## src/rtl/tag_hop_scheduler.sv

```systemverilog
// tag_hop_scheduler: per-hop NCO tune sequencer for the tag RX chain.
// Optional TAG_HOP_SCHED_SHUFFLE_EN adds cfg_seed and XOR-permutes full sweeps.
module tag_hop_scheduler #(
   parameter int PHASE_WIDTH   = 24,
   parameter int NUM_HOPS      = 64,
   parameter int HOP_IDX_WIDTH = 6,
   parameter int ACK_TIMEOUT   = 1023
) (
   input  logic                     clk,
   input  logic                     reset_n,
   input  logic                     enable,
   input  logic [1:0]               rx_state,
   input  logic [HOP_IDX_WIDTH:0]   cfg_num_hops,
   input  logic [PHASE_WIDTH-1:0]   cfg_base_inc,
   input  logic [PHASE_WIDTH-1:0]   cfg_step_inc,
`ifdef TAG_HOP_SCHED_SHUFFLE_EN
   input  logic [HOP_IDX_WIDTH-1:0] cfg_seed,
`endif
   output logic                     tune_req,
   output logic [PHASE_WIDTH-1:0]   tune_phase_inc,
   input  logic                     tune_ack,
   output logic [HOP_IDX_WIDTH-1:0] hop_idx,
   output logic                     hop_active,
   output logic                     sweep_done,
   output logic                     tune_err
);

   localparam int TW = $clog2(ACK_TIMEOUT + 1);
   localparam logic [TW-1:0] TO_MAX = TW'(ACK_TIMEOUT);
   localparam logic [HOP_IDX_WIDTH:0] NH_MAX = (HOP_IDX_WIDTH+1)'(NUM_HOPS);
   localparam logic [HOP_IDX_WIDTH:0] NH_ONE = (HOP_IDX_WIDTH+1)'(1);
   localparam logic [HOP_IDX_WIDTH-1:0] SEQ_ONE = HOP_IDX_WIDTH'(1);

   localparam logic [1:0] RX_INIT = 2'b00;
   localparam logic [1:0] RX_LOC  = 2'b01;
   localparam logic [1:0] RX_HSYN = 2'b10;
   localparam logic [1:0] RX_HRX  = 2'b11;

   typedef enum logic [1:0] {
      S_IDLE,
      S_ARM,
      S_TUNE,
      S_HOP
   } state_t;

   state_t                   state_q, state_d;
   logic [1:0]               rs_q, rs_prev_q;
   logic [HOP_IDX_WIDTH:0]   num_hops_q, num_hops_d;
   logic [HOP_IDX_WIDTH-1:0] seq_q, seq_d;
   logic [HOP_IDX_WIDTH-1:0] seed_q, seed_d;
   logic [PHASE_WIDTH-1:0]   phase_q, phase_d;
   logic [TW-1:0]            tcnt_q, tcnt_d;
   logic                     req_q, req_d;
   logic                     act_q, act_d;
   logic                     done_q, done_d;
   logic                     err_q, err_d;

   logic                     start_ev, end_ev, abort_ev, last_hop;
   logic [HOP_IDX_WIDTH:0]   nh_clamp;
   logic [HOP_IDX_WIDTH-1:0] idx_w;
   logic [PHASE_WIDTH-1:0]   phase_calc;

   assign start_ev = (rs_prev_q == RX_INIT) && (rs_q == RX_LOC);
   assign end_ev   = (rs_prev_q == RX_HRX) && (rs_q == RX_INIT);
   assign abort_ev = (rs_q == RX_INIT) &&
                     ((rs_prev_q == RX_LOC) || (rs_prev_q == RX_HSYN));

   assign last_hop = ({1'b0, seq_q} == (num_hops_q - NH_ONE));

   // Full-length sweeps can be visited in XOR order; shorter ones stay linear.
`ifdef TAG_HOP_SCHED_SHUFFLE_EN
   assign idx_w = (num_hops_q == NH_MAX) ? (seq_q ^ seed_q) : seq_q;
`else
   assign idx_w = seq_q;
`endif

   assign phase_calc = cfg_base_inc + cfg_step_inc * PHASE_WIDTH'(idx_w);

   always_comb begin
      nh_clamp = cfg_num_hops;
      if (cfg_num_hops == '0) begin
         nh_clamp = NH_ONE;
      end else if (cfg_num_hops > NH_MAX) begin
         nh_clamp = NH_MAX;
      end
   end

   always_comb begin
      state_d    = state_q;
      num_hops_d = num_hops_q;
      seq_d      = seq_q;
      seed_d     = seed_q;
      phase_d    = phase_q;
      tcnt_d     = tcnt_q;
      req_d      = req_q;
      act_d      = act_q;
      done_d     = 1'b0;
      err_d      = err_q;

      if (!enable) begin
         state_d    = S_IDLE;
         num_hops_d = '0;
         seq_d      = '0;
         seed_d     = '0;
         phase_d    = '0;
         tcnt_d     = '0;
         req_d      = 1'b0;
         act_d      = 1'b0;
         err_d      = 1'b0;
      end else begin
         case (state_q)
            S_IDLE: begin
               num_hops_d = nh_clamp;
               seq_d      = '0;
`ifdef TAG_HOP_SCHED_SHUFFLE_EN
               seed_d     = cfg_seed;
`endif
               state_d    = S_ARM;
            end
            S_ARM: begin
               if (start_ev) begin
                  phase_d = phase_calc;
                  tcnt_d  = '0;
                  req_d   = 1'b1;
                  state_d = S_TUNE;
               end
            end
            S_TUNE: begin
               // An aborted hop beats a same-cycle ack; ack beats timeout.
               if (abort_ev) begin
                  req_d   = 1'b0;
                  state_d = S_ARM;
               end else if (tune_ack) begin
                  req_d   = 1'b0;
                  act_d   = 1'b1;
                  state_d = S_HOP;
               end else if (tcnt_q == TO_MAX) begin
                  req_d   = 1'b0;
                  err_d   = 1'b1;
                  state_d = S_HOP;
               end else begin
                  tcnt_d = tcnt_q + TW'(1);
               end
            end
            S_HOP: begin
               if (abort_ev) begin
                  act_d   = 1'b0;
                  state_d = S_ARM;
               end else if (end_ev) begin
                  act_d   = 1'b0;
                  state_d = S_ARM;
                  if (last_hop) begin
                     done_d = 1'b1;
                     seq_d  = '0;
                  end else begin
                     seq_d = seq_q + SEQ_ONE;
                  end
               end
            end
            default: state_d = S_IDLE;
         endcase
      end
   end

   always_ff @(posedge clk or negedge reset_n) begin
      if (!reset_n) begin
         state_q    <= S_IDLE;
         rs_q       <= RX_INIT;
         rs_prev_q  <= RX_INIT;
         num_hops_q <= '0;
         seq_q      <= '0;
         seed_q     <= '0;
         phase_q    <= '0;
         tcnt_q     <= '0;
         req_q      <= 1'b0;
         act_q      <= 1'b0;
         done_q     <= 1'b0;
         err_q      <= 1'b0;
      end else begin
         state_q    <= state_d;
         rs_q       <= rx_state;
         rs_prev_q  <= rs_q;
         num_hops_q <= num_hops_d;
         seq_q      <= seq_d;
         seed_q     <= seed_d;
         phase_q    <= phase_d;
         tcnt_q     <= tcnt_d;
         req_q      <= req_d;
         act_q      <= act_d;
         done_q     <= done_d;
         err_q      <= err_d;
      end
   end

   assign tune_req       = req_q;
   assign tune_phase_inc = phase_q;
   assign hop_idx        = idx_w;
   assign hop_active     = act_q;
   assign sweep_done     = done_q;
   assign tune_err       = err_q;

endmodule

```

## config.mk

```make
export PLATFORM = sky130hd
export DESIGN_NAME = tag_hop_scheduler
export DESIGN_NICKNAME = d
export VERILOG_FILES = /design/src/rtl/tag_hop_scheduler.sv
export SDC_FILE = /design/constraint.sdc
export NUM_CORES = 1
export LEC_CHECK = 0
export CAP_MARGIN = 15
export CORE_MARGIN = 5
export CORE_UTILIZATION = 62
export DETAILED_ROUTE_END_ITERATION = 10
export PLACE_DENSITY = 0.88
export SLEW_MARGIN = 20
export SYNTH_ARGS = -nofsm -noshare
export SYNTH_HDL_FRONTEND = slang
export SYNTH_SLANG_ARGS = --single-unit
export TNS_END_PERCENT = 50
```

## constraint.sdc

```tcl
create_clock -name clk -period 8.29 [get_ports clk]
set_input_delay 1.658 -clock clk [delete_from_list [all_inputs] [get_ports clk]]
set_output_delay 1.658 -clock clk [all_outputs]
set_load 0.02 [all_outputs]
```

==> Word-level counts from Yosys, hierarchy flattened <==
Cells that the tools add are included.
{ "totals": {"elab_cells": 108, "output_inout_bits": 34, "ff_bits": 57} }
{ "classes": {"order_cmp": 1, "reduce_logical": 15, "mul": 1, "n_mux": 48, "add_sub_neg": 4, "eq_ne": 28} }
{ "ops": {"columns": ["cell", "count"], "rows": [
  ["24-bit two-way mux", 3],
  ["10-bit two-way mux", 5],
  ["7-bit two-way mux", 4],
  ["24-bit adder", 1],
  ["24-bit by 6-bit multiplier with 24-bit output", 1],
  ["6-bit two-way mux", 4],
  ["3-bit inequality test, second input constant", 7],
  ["1-bit two-way mux", 20],
  ["10-bit one-hot mux with 2 select lines", 1],
  ["2-bit two-way mux", 7],
  ["6-bit one-hot mux with 2 select lines", 1],
  ["10-bit by 1-bit adder with 10-bit output, second input constant", 1],
  ["10-bit equality test, second input constant", 1],
  ["2-bit by 1-bit inequality test with 1-bit output, second input constant", 5],
  ["3-bit by 1-bit inequality test with 1-bit output, second input constant", 3],
  ["3-bit AND reduction", 3],
  ["2-bit equality test, second input constant", 4],
  ["2-bit one-hot mux with 4 select lines", 1],
  ["4-bit AND reduction", 2],
  ["6-bit by 7-bit equality test with 1-bit output", 1],
  ["7-bit greater-than comparator, second input constant", 1],
  ["7-bit logical NOT", 1],
  ["7-bit by 1-bit subtractor with 7-bit output, second input constant", 1],
  ["6-bit by 1-bit adder with 6-bit output, second input constant", 1],
  ["10 further kinds", 18]
]} }

==> Longest topological paths before layout <==
{ "depth": {"depth_word": 7, "mapped_depth": 19} }

==> Worst setup path before layout <==
Ideal clock, no wire load.
{ "synth_timing": {"path_type": "input port to flip-flop", "start": "input port cfg_step_inc[3]", "end": "register phase_q[22] (netlist: tune_phase_inc[22])", "stages": 16, "setup_time_ns": 0.126, "arrival_time_ns": 5.741, "slack_ns": 2.423, "cell_sequence": "and2_1 > fa_1 > inv_1 > fa_1 > inv_1 > fa_1 > inv_1 > fa_1 > inv_1 > ha_1 > and3_1 > a221oi_2 > o21ai_2 > a221o_2 > mux2i_1 > a221o_1"} }
{ "synth_between": {"elab_chain_cells": 5} }
{ "synth_lines": {"columns": ["item", "line", "rtl"], "rows": [
  ["start, declared", "15", "input logic [PHASE_WIDTH-1:0] cfg_step_inc,"],
  ["24-bit by 6-bit multiplier with 24-bit output", "77", "assign phase_calc = cfg_base_inc + cfg_step_inc * PHASE_WIDTH'(idx_w);"],
  ["24-bit adder", "77", null],
  ["24-bit two-way mux", "121", "if (start_ev) begin"],
  ["24-bit two-way mux", "111", "case (state_q)"],
  ["24-bit two-way mux", "100", "if (!enable) begin"],
  ["end signal, assigned", "186", "phase_q <= phase_d;"],
  ["end, declared", "51", "logic [PHASE_WIDTH-1:0] phase_q, phase_d;"]
]} }
Every way passes these cells. The select of a mux whose other input is x is not followed.
A chain may end at the register's enable or synchronous reset.

==> Worst setup path after layout <==
{ "layout_timing": {"start": "input port cfg_step_inc[0]", "end": "register phase_q[22] (netlist: tune_phase_inc[22])"} }
The elaborated chain is that of the path after synthesis.

==> metrics <==
top sig layer met4; Total GRT Usage about a quarter; clk slew on worst S/H paths approximately 0.05 ns; Floorplan Core Area roughly 0.011 mm2; Crit. End Element register; area leader, netlist fa_1; Post-Syn Nets 980; final worst-path cycle share between 70% and 80%; Initial Utilization a little over three fifths; Max Fclk 158 MHz; total CTS buffers 9; largest net degree at the start of global routing between 50 and 60; CP max stage cell clkdlybuf4s50_1; largest cells by area after synthesis fa_1, dfrtp_1, and2_1; Worst-Skew Late Latency roughly 0.33 ns; Final Max Tran Viols 0; post-route ant nets 0; # setup viols final 0; CTS Hold Bufs 0; Die X around 120 um; worst-path cell chain clkdlybuf4s50_1 -> nand2_1 -> fa_1 -> fa_1 -> inv_1 -> fa_1 -> inv_1 -> fa_1 -> inv_1 -> ha_1 -> and3_1 -> a221oi_2 -> o21ai_2 -> a221o_2 -> mux2i_1 -> a221o_1; Final Critical Period ~6.3 ns; WL met1 roughly 6.7 mm; most frequent cells in the layout inv_1, and2_1, fa_1; PortBufs 94; die area 0.0138 mm2; outcome completed; maximum vdd ir drop approximately 0.00016 V; GPL Wtd Cong about 0.94; Top FF cell, synth dfrtp_1; Synth Instances roughly 800; first-pass GRT wire length between 20 and 30 mm; ANT cells 0; type of the worst setup path in -> reg; share of cells above drive strength 1 under 10%; Clock Tree Root clkbuf_16; RSZ-0062 raised after global routing false; Final Skew 0.00754 ns; total power draw around 970 uW; Slew HR between 20% and 30%; cts repair resizes 0; Cell Area, Synth between 0.007 and 0.008 mm2; WL/cell approximately 16 um; detailed-placement wirelength estimate roughly 13 mm; initial antenna violation count 0; H-tree depth 3; synthesis-to-finish area growth 19.2%; Post-synth ARST share 100%; drt via density roughly 5.7; crit path DAT 6.52 ns; Max Cap Viol 0; first drt pass iteration count 5; vias in the first global route 6222; Max FO, Critical Path 6; WL final between 15 and 20 mm; EDFF count, synth 0; Rows 39; WL met3 about 1.1 mm; vias 5813; WL met2 ~8.4 mm; clk buf depth 2; most common cell after layout, fill and taps aside inv_1; pwr dens roughly 110 mW/mm2; Worst-Margin Slew between 1 and 1.5 ns; nets roughly 1.1k; # IOs 95; Seq/Total Area, Yosys 20.0%; Hold Path Class reg -> reg; Yosys reg bits 57; CTS Sinks between 50 and 60; global route total overflow 0; Leak 4.19 nW; synth unique cells 57; final hold vios 0; Synth top area share around 27%; CP Data Required Time about 8.5 ns; CP Launch Type input pin; buffer count from post-CTS setup fixing 0; Ys Warns 0; # DRC 0; Avg Cell Area, Syn ~9 um2; Iter 0 DRT Violations roughly 330; Fin Setup TNS 0 ns; Max stage delay on crit path 0.56 ns; DIE HEIGHT approximately 120 um; most used cell, CP fa_1; CTS tree built
## critical path: cells and delay by family
family | cells | cell delay [ns]
compound gates | 4 | 1.24
fa+ha+maj | 5 | 2.48
buf+inv | 4 | 0.71
mux | 1 | 0.13
simple gates | 2 | 0.30
## metrics by stage
step	setup WS [ns]	instances	utilization [%]	hold WS, ns	instance area, um2
after floorplan	2.42	782	-	0.407	7140
after detailed placement	1.65	998	71.9	0.425	8170
final	1.98	1014	74.8	0.438	8510
after global routing	1.73	1014	74.8	0.460	8510
after global placement	1.73	998	71.9	0.427	8170
after CTS	1.98	1014	74.8	0.440	8510
## power breakdown
part	internal (mW)	switching, mW
Combinational	0.106	0.127
Clock	0.293	0.125
Sequential	0.298	0.0175
## metal layers
metal  up-vias  global-route usage, %
li1       2660                      -
met1      2891                   31.5
met5         -                      0
met2       228                   42.8
met3        34                   5.92
met4         0                   7.18
## registers in the layout, indices dropped and copies added, names as in the netlist
name,cells
rs_prev_q,2
state_q,2
tcnt_q,10
rs_q,2
hop_active,1
sweep_done,1
num_hops_q,7
tune_err,1
hop_idx,6
tune_req,1
tune_phase_inc,24
## kinds of logic after synthesis
logic type / count (synthesis) / synth area share [%]
XOR/XNOR: 41 / 5.03
adder cells (fa/ha/maj): 137 / 34.2
AND/OR/NAND/NOR: 268 / 20.6
flip-flops: 57 / 20.0
AO/OA/AOI/OAI: 114 / 10.5
buffers and inverters: 158 / 8.57
multiplexers: 7 / 1.02
## path summary, 6_finish.rpt
kind                                 start            endpoint  slack (ns)  cells after the start
hold / removal                     rs_q[0]        rs_prev_q[0]        0.44                      0
max in group asynchronous          reset_n          hop_idx[5]        6.36                      2
min in group asynchronous          reset_n            tune_err        1.47                      2
setup reg to reg                hop_idx[3]  tune_phase_inc[22]        2.84                     15
hold reg to reg                    rs_q[0]        rs_prev_q[0]        0.44                      0
setup / recovery           cfg_step_inc[0]  tune_phase_inc[22]        1.98                     16
## synth_stat cells (2+ instances only)
| cell type | count |
|---|---|
| a21oi_1 | 29 |
| a21o_1 | 9 |
| nor3_1 | 8 |
| nor2_1 | 20 |
| o211ai_1 | 2 |
| ha_1 | 40 |
| dfrtp_1 | 57 |
| nor2b_1 | 5 |
| nand3_1 | 13 |
| xor2_1 | 20 |
| a41oi_1 | 2 |
| buf_2 | 3 |
| or3_1 | 2 |
| buf_6 | 2 |
| a21oi_2 | 2 |
| and3_1 | 4 |
| o31ai_1 | 6 |
| a221o_1 | 2 |
| nand4_1 | 10 |
| mux2_2 | 2 |
| inv_1 | 133 |
| nand4b_1 | 2 |
| and2_1 | 119 |
| mux2i_1 | 5 |
| nand2b_1 | 10 |
| nand2_1 | 61 |
| o21ai_0 | 25 |
| nand3b_1 | 10 |
| clkbuf_1 | 20 |
| fa_1 | 97 |
| xnor2_1 | 21 |
| o41ai_1 | 2 |
| a22o_1 | 3 |
| o21ai_1 | 8 |
| a31oi_1 | 6 |
## area by class of cell
class,instances,area (um2)
clock buffer,11,233
clock inverter,5,104
fill,839,2860
inverter,133,499
multi-input combinational,567,5100
sequential,57,1430
tap,143,179
timing repair buffer,98,966
No activity file was read; power rests on OpenSTA's default activity.
